<file path="config.mk">
export PLATFORM = sky130hd
export DESIGN_NAME = noc_switch_allocator
export DESIGN_NICKNAME = d
export VERILOG_FILES = /design/src/rtl/noc_pkg.sv /design/src/rtl/noc_switch_allocator_rr_arbiter.sv /design/src/rtl/noc_switch_allocator.sv
export SDC_FILE = /design/constraint.sdc
export NUM_CORES = 1
export LEC_CHECK = 0
export BUFFER_PORTS_ARGS = -buffer_cell sky130_fd_sc_hd__buf_4
export CORE_ASPECT_RATIO = 1.75
export CORE_MARGIN = 2
export CORE_UTILIZATION = 60
export DETAILED_ROUTE_END_ITERATION = 10
export PLACE_DENSITY = 0.8
export SYNTH_ARGS = -nofsm -noshare
export SYNTH_HDL_FRONTEND = slang
export SYNTH_SLANG_ARGS = --single-unit
</file>
<file path="constraint.sdc">
create_clock -name clk -period 9.8 [get_ports clk]
set_clock_uncertainty 0.15 [all_clocks]
set_input_delay 1.47 -clock clk [delete_from_list [all_inputs] [get_ports clk]]
set_output_delay 1.47 -clock clk [all_outputs]
set_load 0.02 [all_outputs]
</file>
<file path="src/rtl/noc_pkg.sv">
// Shared constants, enums and helpers for the NoC router switch allocator.
// Latency: n/a (types and pure functions only).
// Backpressure: n/a.
// Contents: NUM_PORTS/SEL_W/FLIT_W, port_e (N,S,E,W,L), alloc_state_e, next_port().
package noc_pkg;

  localparam int NUM_PORTS = 5;
  localparam int SEL_W     = 3;
  localparam int FLIT_W    = 16;

  typedef enum logic [SEL_W-1:0] {
    NORTH = 3'd0,
    SOUTH = 3'd1,
    EAST  = 3'd2,
    WEST  = 3'd3,
    LOCAL = 3'd4
  } port_e;

  typedef enum logic {
    IDLE   = 1'b0,
    LOCKED = 1'b1
  } alloc_state_e;

  // Port index after p, wrapping LOCAL back to NORTH.
  function automatic logic [SEL_W-1:0] next_port(input logic [SEL_W-1:0] p);
    if (p >= SEL_W'(NUM_PORTS - 1)) return '0;
    return p + SEL_W'(1);
  endfunction

endpackage

</file>
<file path="src/rtl/noc_switch_allocator_rr_arbiter.sv">
// Round-robin pick among NUM_PORTS requesters starting at a pointer, wrapping 4->0.
// Latency: purely combinational.
// Backpressure: none; caller decides when the grant is consumed.
// Ports: i_req request vector, i_ptr highest-priority index, o_vld any grant, o_idx granted index.
module rr_arbiter
  import noc_pkg::*;
(
  input  logic [NUM_PORTS-1:0] i_req,
  input  logic [SEL_W-1:0]     i_ptr,
  output logic                 o_vld,
  output logic [SEL_W-1:0]     o_idx
);

  logic [SEL_W:0] w_pos;

  always_comb begin
    o_vld = 1'b0;
    o_idx = '0;
    w_pos = '0;
    // Scan from the farthest offset down to the pointer itself so the
    // requester nearest the pointer is the last one written and wins.
    for (int k = NUM_PORTS - 1; k >= 0; k--) begin
      w_pos = {1'b0, i_ptr} + (SEL_W + 1)'(k);
      if (w_pos >= (SEL_W + 1)'(NUM_PORTS)) begin
        w_pos = w_pos - (SEL_W + 1)'(NUM_PORTS);
      end
      if (i_req[w_pos[SEL_W-1:0]]) begin
        o_vld = 1'b1;
        o_idx = w_pos[SEL_W-1:0];
      end
    end
  end

endmodule

</file>
<file path="src/rtl/noc_switch_allocator.sv">
// Per-output switch allocator: round-robin grant, output lock, buffer pops and crossbar selects.
// Latency: request seen in cycle N is granted at edge N+1; first pop in cycle N+1.
// Backpressure: a locked output holds while its owner is empty or out_ready_i is low.
// Ports: req_valid_i/req_dst_i/req_tail_i per input, out_ready_i per output;
//        pop_req_o per input, xbar_sel_o/out_valid_o per output.
// Config macro NOC_ALLOC_WORMHOLE_EN: defined = lock held until the tail flit;
//        undefined = lock released after every flit (req_tail_i ignored).
module noc_switch_allocator
  import noc_pkg::*;
(
  input  logic                            clk,
  input  logic                            rst,
  input  logic [NUM_PORTS-1:0]            req_valid_i,
  input  logic [NUM_PORTS-1:0][SEL_W-1:0] req_dst_i,
  input  logic [NUM_PORTS-1:0]            req_tail_i,
  input  logic [NUM_PORTS-1:0]            out_ready_i,
  output logic [NUM_PORTS-1:0]            pop_req_o,
  output logic [NUM_PORTS-1:0][SEL_W-1:0] xbar_sel_o,
  output logic [NUM_PORTS-1:0]            out_valid_o
);

  alloc_state_e                    r_state [NUM_PORTS];
  logic [NUM_PORTS-1:0][SEL_W-1:0] r_owner;
  logic [NUM_PORTS-1:0][SEL_W-1:0] r_ptr;

  logic [NUM_PORTS-1:0]                w_busy;
  logic [NUM_PORTS-1:0][NUM_PORTS-1:0] w_req;
  logic [NUM_PORTS-1:0]                w_gnt_vld;
  logic [NUM_PORTS-1:0][SEL_W-1:0]     w_gnt_idx;
  logic [NUM_PORTS-1:0]                w_xfer;
  logic [NUM_PORTS-1:0]                w_release;

  // Inputs already owned by a locked output are hidden from every other
  // arbiter, which keeps pop_req_o one-hot per input even if a body flit
  // presents a different destination.
  always_comb begin
    w_busy = '0;
    for (int o = 0; o < NUM_PORTS; o++) begin
      if (r_state[o] == LOCKED) w_busy[r_owner[o]] = 1'b1;
    end
  end

  // U-turns and out-of-range destinations (5..7) never match any output.
  always_comb begin
    w_req = '0;
    for (int o = 0; o < NUM_PORTS; o++) begin
      for (int i = 0; i < NUM_PORTS; i++) begin
        w_req[o][i] = req_valid_i[i] && (req_dst_i[i] == SEL_W'(o)) &&
                      (i != o) && !w_busy[i];
      end
    end
  end

  always_comb begin
    w_xfer = '0;
    for (int o = 0; o < NUM_PORTS; o++) begin
      w_xfer[o] = (r_state[o] == LOCKED) && req_valid_i[r_owner[o]] && out_ready_i[o];
    end
  end

`ifdef NOC_ALLOC_WORMHOLE_EN
  always_comb begin
    w_release = '0;
    for (int o = 0; o < NUM_PORTS; o++) begin
      w_release[o] = w_xfer[o] && req_tail_i[r_owner[o]];
    end
  end
`else
  logic w_unused_tail;
  assign w_unused_tail = ^req_tail_i;
  assign w_release     = w_xfer;
`endif

  always_comb begin
    pop_req_o = '0;
    for (int o = 0; o < NUM_PORTS; o++) begin
      if (w_xfer[o]) pop_req_o[r_owner[o]] = 1'b1;
    end
  end

  assign out_valid_o = w_xfer;
  assign xbar_sel_o  = r_owner;

  for (genvar g = 0; g < NUM_PORTS; g++) begin : g_arb
    rr_arbiter u_arb (
      .i_req (w_req[g]),
      .i_ptr (r_ptr[g]),
      .o_vld (w_gnt_vld[g]),
      .o_idx (w_gnt_idx[g])
    );
  end

  // One FSM per output; the pointer only moves when a lock is released so
  // the priority rotates past the input that was just served.
  always_ff @(posedge clk or negedge rst) begin
    if (!rst) begin
      for (int o = 0; o < NUM_PORTS; o++) begin
        r_state[o] <= IDLE;
        r_owner[o] <= '0;
        r_ptr[o]   <= '0;
      end
    end else begin
      for (int o = 0; o < NUM_PORTS; o++) begin
        case (r_state[o])
          IDLE: begin
            if (w_gnt_vld[o]) begin
              r_owner[o] <= w_gnt_idx[o];
              r_state[o] <= LOCKED;
            end
          end
          LOCKED: begin
            if (w_release[o]) begin
              r_state[o] <= IDLE;
              r_ptr[o]   <= next_port(r_owner[o]);
            end
          end
          default: r_state[o] <= IDLE;
        endcase
      end
    end
  end

endmodule
</file>
**Word-level counts from Yosys, hierarchy flattened**

Cells that the tools add are included.

- Bits in registers: 35
- Input bits: 32
- Output and inout bits: 25

- Add/subtract/negate cells: 50
- Multiplexer cells: 195
- Bitwise gates (word level): 13
- $lt $le $gt $ge: 65
- Eq/ne operators: 16
- Reduce and logical (&&, ||, !) cells: 74

Operator list:

| operator | number |
|---|---|
| 3-bit 2-to-1 mux | 60 |
| 3-bit by 4-bit < comparator with 1-bit output, second input constant | 30 |
| 1-bit binary-select mux with 3-bit select | 30 |
| 1-bit 2-to-1 mux | 85 |
| 4-bit by 3-bit greater-or-equal comparator with 1-bit output, second input constant | 20 |
| 3-bit subtractor, second input constant | 25 |
| 1-bit logical AND | 55 |
| 5-bit 2-to-1 mux | 10 |
| 3-bit by 2-bit adder with 4-bit output, second input constant | 10 |
| 5-bit bitwise OR | 8 |
| 3-bit greater-or-equal comparator, second input constant | 10 |
| 3-bit by 2-bit == test with 1-bit output, second input constant | 8 |
| 3-bit by 1-bit adder with 4-bit output, second input constant | 5 |
| 3-bit by 3-bit adder with 4-bit output, second input constant | 5 |
| 2-bit AND reduction | 10 |
| 3-bit by 1-bit adder with 3-bit output, second input constant | 5 |
| 1-bit demux with 3-bit select | 5 |
| 3-bit by 1-bit greater-or-equal comparator with 1-bit output, second input constant | 5 |
| 3-bit by 1-bit == test with 1-bit output, second input constant | 4 |
| 3-bit == test, second input constant | 4 |
| 3-bit zero test | 4 |
| 1-bit case mux with 2 select lines | 5 |
| 1-bit zero test | 5 |
| 1-bit NOT | 5 |

**Logic depth before layout (Yosys ltp)**

- Depth after elaboration: 24
- Depth in mapped cells: 14
- Gate-level depth less buffers: 13

**Cells and area by module**

Synthesis repeated with hierarchy kept, for this count alone.

- Cell total of the unflattened synthesis: 1069
- Area total of the unflattened synthesis: 8627.0 µm²

Modules (own cells, without submodules):

| module | cells each | area an instance (µm²) | sequential area each (µm²) | instances |
|---|---|---|---|---|
| rr_arbiter at g_arb[0].u_arb ... | 160 | 1202.4 | 0.0 | 4 |
| noc_switch_allocator | 284 | 2720.1 | 875.8 | 1 |
| rr_arbiter at g_arb[4].u_arb | 145 | 1097.3 | 0.0 | 1 |

**Least setup slack after synthesis**

No wires, ideal clock.

- Path kind: input-to-output
- Start: input req_valid_i[3]
- End: output pop_req_o[0]
- Slack: 5241 ps
- Cell stages on the path: 9
- Buffers on the path: 1
- Arrival time: 2939 ps
- Data required time: 8180 ps
- Path through: mux2_2 > a22oi_1 > o22ai_1 > and3_1 > clkbuf_1 > inv_1 > nor2_1 > a22oi_1 > nand3_1

RTL lines:

| item | RTL line | text |
|---|---|---|
| start, declared | noc_switch_allocator.sv:13 | `input logic [NUM_PORTS-1:0] req_valid_i,` |
| 1-bit binary-select mux with 3-bit select | noc_switch_allocator.sv:57 | `w_xfer[o] = (r_state[o] == LOCKED) && req_valid_i[r_owner[o]] && out_ready_i[o];` |
| 1-bit 2-to-1 mux (implied by the code) | noc_switch_allocator.sv:57 |  |
| 1-bit logical AND (2 in series) | noc_switch_allocator.sv:57 |  |
| net out_valid_o[4] | noc_switch_allocator.sv:19 | `output logic [NUM_PORTS-1:0] out_valid_o` |
| 5-bit 2-to-1 mux | noc_switch_allocator.sv:77 | `if (w_xfer[o]) pop_req_o[r_owner[o]] = 1'b1;` |
| end, declared | noc_switch_allocator.sv:17 | `output logic [NUM_PORTS-1:0] pop_req_o,` |

The timed path passes the listed nets, and every way through them passes these cells. The select of a mux whose other input is x is not followed.

**Worst setup path in the final report**

- Start: input req_valid_i[1]
- End: output pop_req_o[3]

- Cells in the longest elaborated chain, start to end: 13

RTL lines:

| item | RTL line |
|---|---|
| 1-bit binary-select mux with 3-bit select | noc_switch_allocator.sv:57 |
| 1-bit 2-to-1 mux (implied by the code) | noc_switch_allocator.sv:57 |
| 1-bit logical AND (2 in series) | noc_switch_allocator.sv:57 |
| 5-bit 2-to-1 mux | noc_switch_allocator.sv:77 |
| 5-bit bitwise OR (no source line) | -- |
| 5-bit 2-to-1 mux | noc_switch_allocator.sv:77 |
| 5-bit bitwise OR (no source line) | -- |
| 5-bit 2-to-1 mux | noc_switch_allocator.sv:77 |
| 5-bit bitwise OR (no source line) | -- |
| 5-bit 2-to-1 mux | noc_switch_allocator.sv:77 |
| 5-bit bitwise OR (no source line) | -- |
| 5-bit 2-to-1 mux (*) | noc_switch_allocator.sv:77 |

Every way passes the cells marked *; elsewhere a longest branch is shown, timed or not. The select of a mux whose other input is x is not followed.

==> impl_metrics.toml <==
[final_layout]
antenna-diode-count = 0
final_cell_mix = "nor2_1, nand2_1, o21ai_0"
nFillCells = 1009
fin_nets = 1005
mostFrequentLayoutCell = "nor2_1"
drive_gt1_share_pct = 12.9
final_core_util_pct = 66.1
stdcell_area_sq_um = 7340
syn2layout_area_growth_pct = 8.17

[placement]
dpl.hpwl_mm = 16.0
gp_congestion = 0.963
io_buffers = 51
placedInstanceArea_sq_um = 7170

[timing]
slew_headroom_pct = 33.9
final_max_slew_viol_count = 0
worstMarginPinSlew_ns = 0.984
period_share_pct = 52.5
rsz0062_at_grt = "no"
tns_ns = 0
setup_violations = 0
hold_viol = 0
clock.fmax_ghz = 0.194
period_minus_slack_ns = 5.15
hold_slack_ns = 0.484

[logic_synthesis]
synth_flop_cell = "dfrtp_1"
avgSynthCellArea_sq_um = 7.55
postSynthCellCount = 899
synthArstFlopShare_pct = 100
ys_ff_latch = 35
yosysWarnings = 0
ys_seq_area_share_pct = 12.9
synth_area_sq_um = 6790
netlist-cell-type-count = 100
synth_edf_count = 0
syn_nets = 981

[routing]
final_antenna_net_count = 0
vias_per_cell = 6.91
drc_errors = 0
via_count = 7301
drtPass1Iterations = 5
wirelength_mm = 20.5
wl_per_cell_um = 19.4
drt_iter0_drc = 465

[worst_setup_path]
arrival_ns = 3.53
critPathLaunchType = "primary input"
critPathMaxFanout = 8
path_class = "primary input to primary output"
endpoint_kind = "primary output"
cp_data_required_time_ns = 8.18

[floorplan]
die_x_um = 84.4
row_count = 51
pin_count = 57
die_height_um = 145
die_area_sq_um = 12200
core-area_sq_um = 11100
initial_core_util_pct = 61.1

[grt]
antenna_found_initial = 0
grt_usage_pct = 32.6
grt_first_pass_wirelength_mm = 32.6
grt_pass1_vias = 6701
grt_max_degree = 36
gr-total-overflow = 0

[min_path]
hp-class = "flop to flop"

[clock_network]
cts_tree = "built"
ctsLongestPathBuffers = 2
clk_latency_ns = 0.28
post_cts_buffers = 0
cts_buffers = 5
cts-htree-levels = 2
path_clk_slew_ns = 0.05
post_cts_resized = 0
postCtsHoldBufs = 0
clock_sinks = 35
clockRootBuffer = "clkbuf_16"

[outcome]
status = "complete, no violations"

[power]
p_leak_uw = 0.00301
ir_worst_vdd_v = 0.000199
power_density_nw_per_um2 = 335

[job]
max_cap_violations = 0
## worst max-delay path: stages
cell and delay (ns):
buf_4 0.15, mux2i_1 0.15, o22ai_1 0.09, o2111ai_1 0.64
inv_1 0.22, nand2_1 0.16, nor3_1 0.07, a31oi_1 0.19
nand4_1 0.17, buf_4 0.20
## logic make-up (layout without fill, tap and decap cells)
| family | Yosys count | after routing | synth area share, % |
|---|---|---|---|
| AOI/OAI and AO/OA | 281 | 281 | 28.4 |
| xor gates and xnor gates | 22 | 22 | 2.84 |
| adders and majority gates | 50 | 50 | 9.77 |
| buffers and inverters | 87 | 112 | 5.44 |
| DFF | 35 | 35 | 12.9 |
| muxes | 51 | 51 | 8.00 |
| and+or+nand+nor | 373 | 373 | 32.7 |
## power by group
part	total [uW]	internal [uW]	switching, uW
Combinational	1900	756	1140
Sequential	381	198	183
Clock	182	120	62.1
Total	2460	1070	1390
## synthesized netlist by cell type, types with 16 or more instances
cell      number  area, sq um
o22ai_1       17          106
dfrtp_1       35          876
nand3b_1      18          135
nand3_1       27          135
nor3_1        32          160
ha_1          45          563
xnor2_1       20          175
a21oi_1       42          210
a31oi_1       27          169
buf_2         16         80.1
nor2_1        76          285
inv_1         45          169
nand2_1       70          263
o21ai_0       70          350
mux2i_1       34          340
## metrics by stage
| step | cells | setup WS (ns) | total power, uW |
|---|---|---|---|
| 2_1_floorplan | 899 | 5.24 | 1820 |
| 3_3_place_gp | 1048 | 4.78 | 2200 |
| 3_5_place_dp | 1048 | 4.75 | 2230 |
| 4_1_cts | 1056 | 4.72 | 2420 |
| 5_1_grt | 1056 | 4.56 | 2660 |
| 6_report | 1056 | 4.65 | 2460 |
## cell type report
class	instances	area, sq um	area share (%)
inverter	51	191	2.61
multi-input combinational	777	5540	75.5
clock inverter	3	43.8	0.597
sequential	35	876	11.9
clock buffer	5	125	1.70
timing repair buffer	53	398	5.42
tap	132	165	2.25
## sequential cells by signal (all words and copies together) (netlist names)
name	flops
r_ptr	15
xbar_sel_o	15
r_state	5
## path summary, 6_finish.rpt
path,startpoint,to,slack [ns],depth (start not counted)
setup / recovery,req_valid_i[1],pop_req_o[3],4.65,10
hold / removal,r_state[3],r_state[3],0.48,2
setup reg to reg,r_ptr[9],xbar_sel_o[9],5.63,12
hold reg to reg,r_state[3],r_state[3],0.48,2
max in group asynchronous,rst,xbar_sel_o[0],8.14,1
min in group asynchronous,rst,r_ptr[13],1.00,1
## routing by layer
metal | routed length [um] | vias to the layer above | global-route usage, %
li1 | - | 3483 | -
met1 | 7630 | 3443 | 35.2
met2 | 10700 | 298 | 61.9
met3 | 1080 | 77 | 3.74
met4 | 996 | 0 | 16.5
met5 | 0 | - | 0
(Power assumes the default switching activity.)
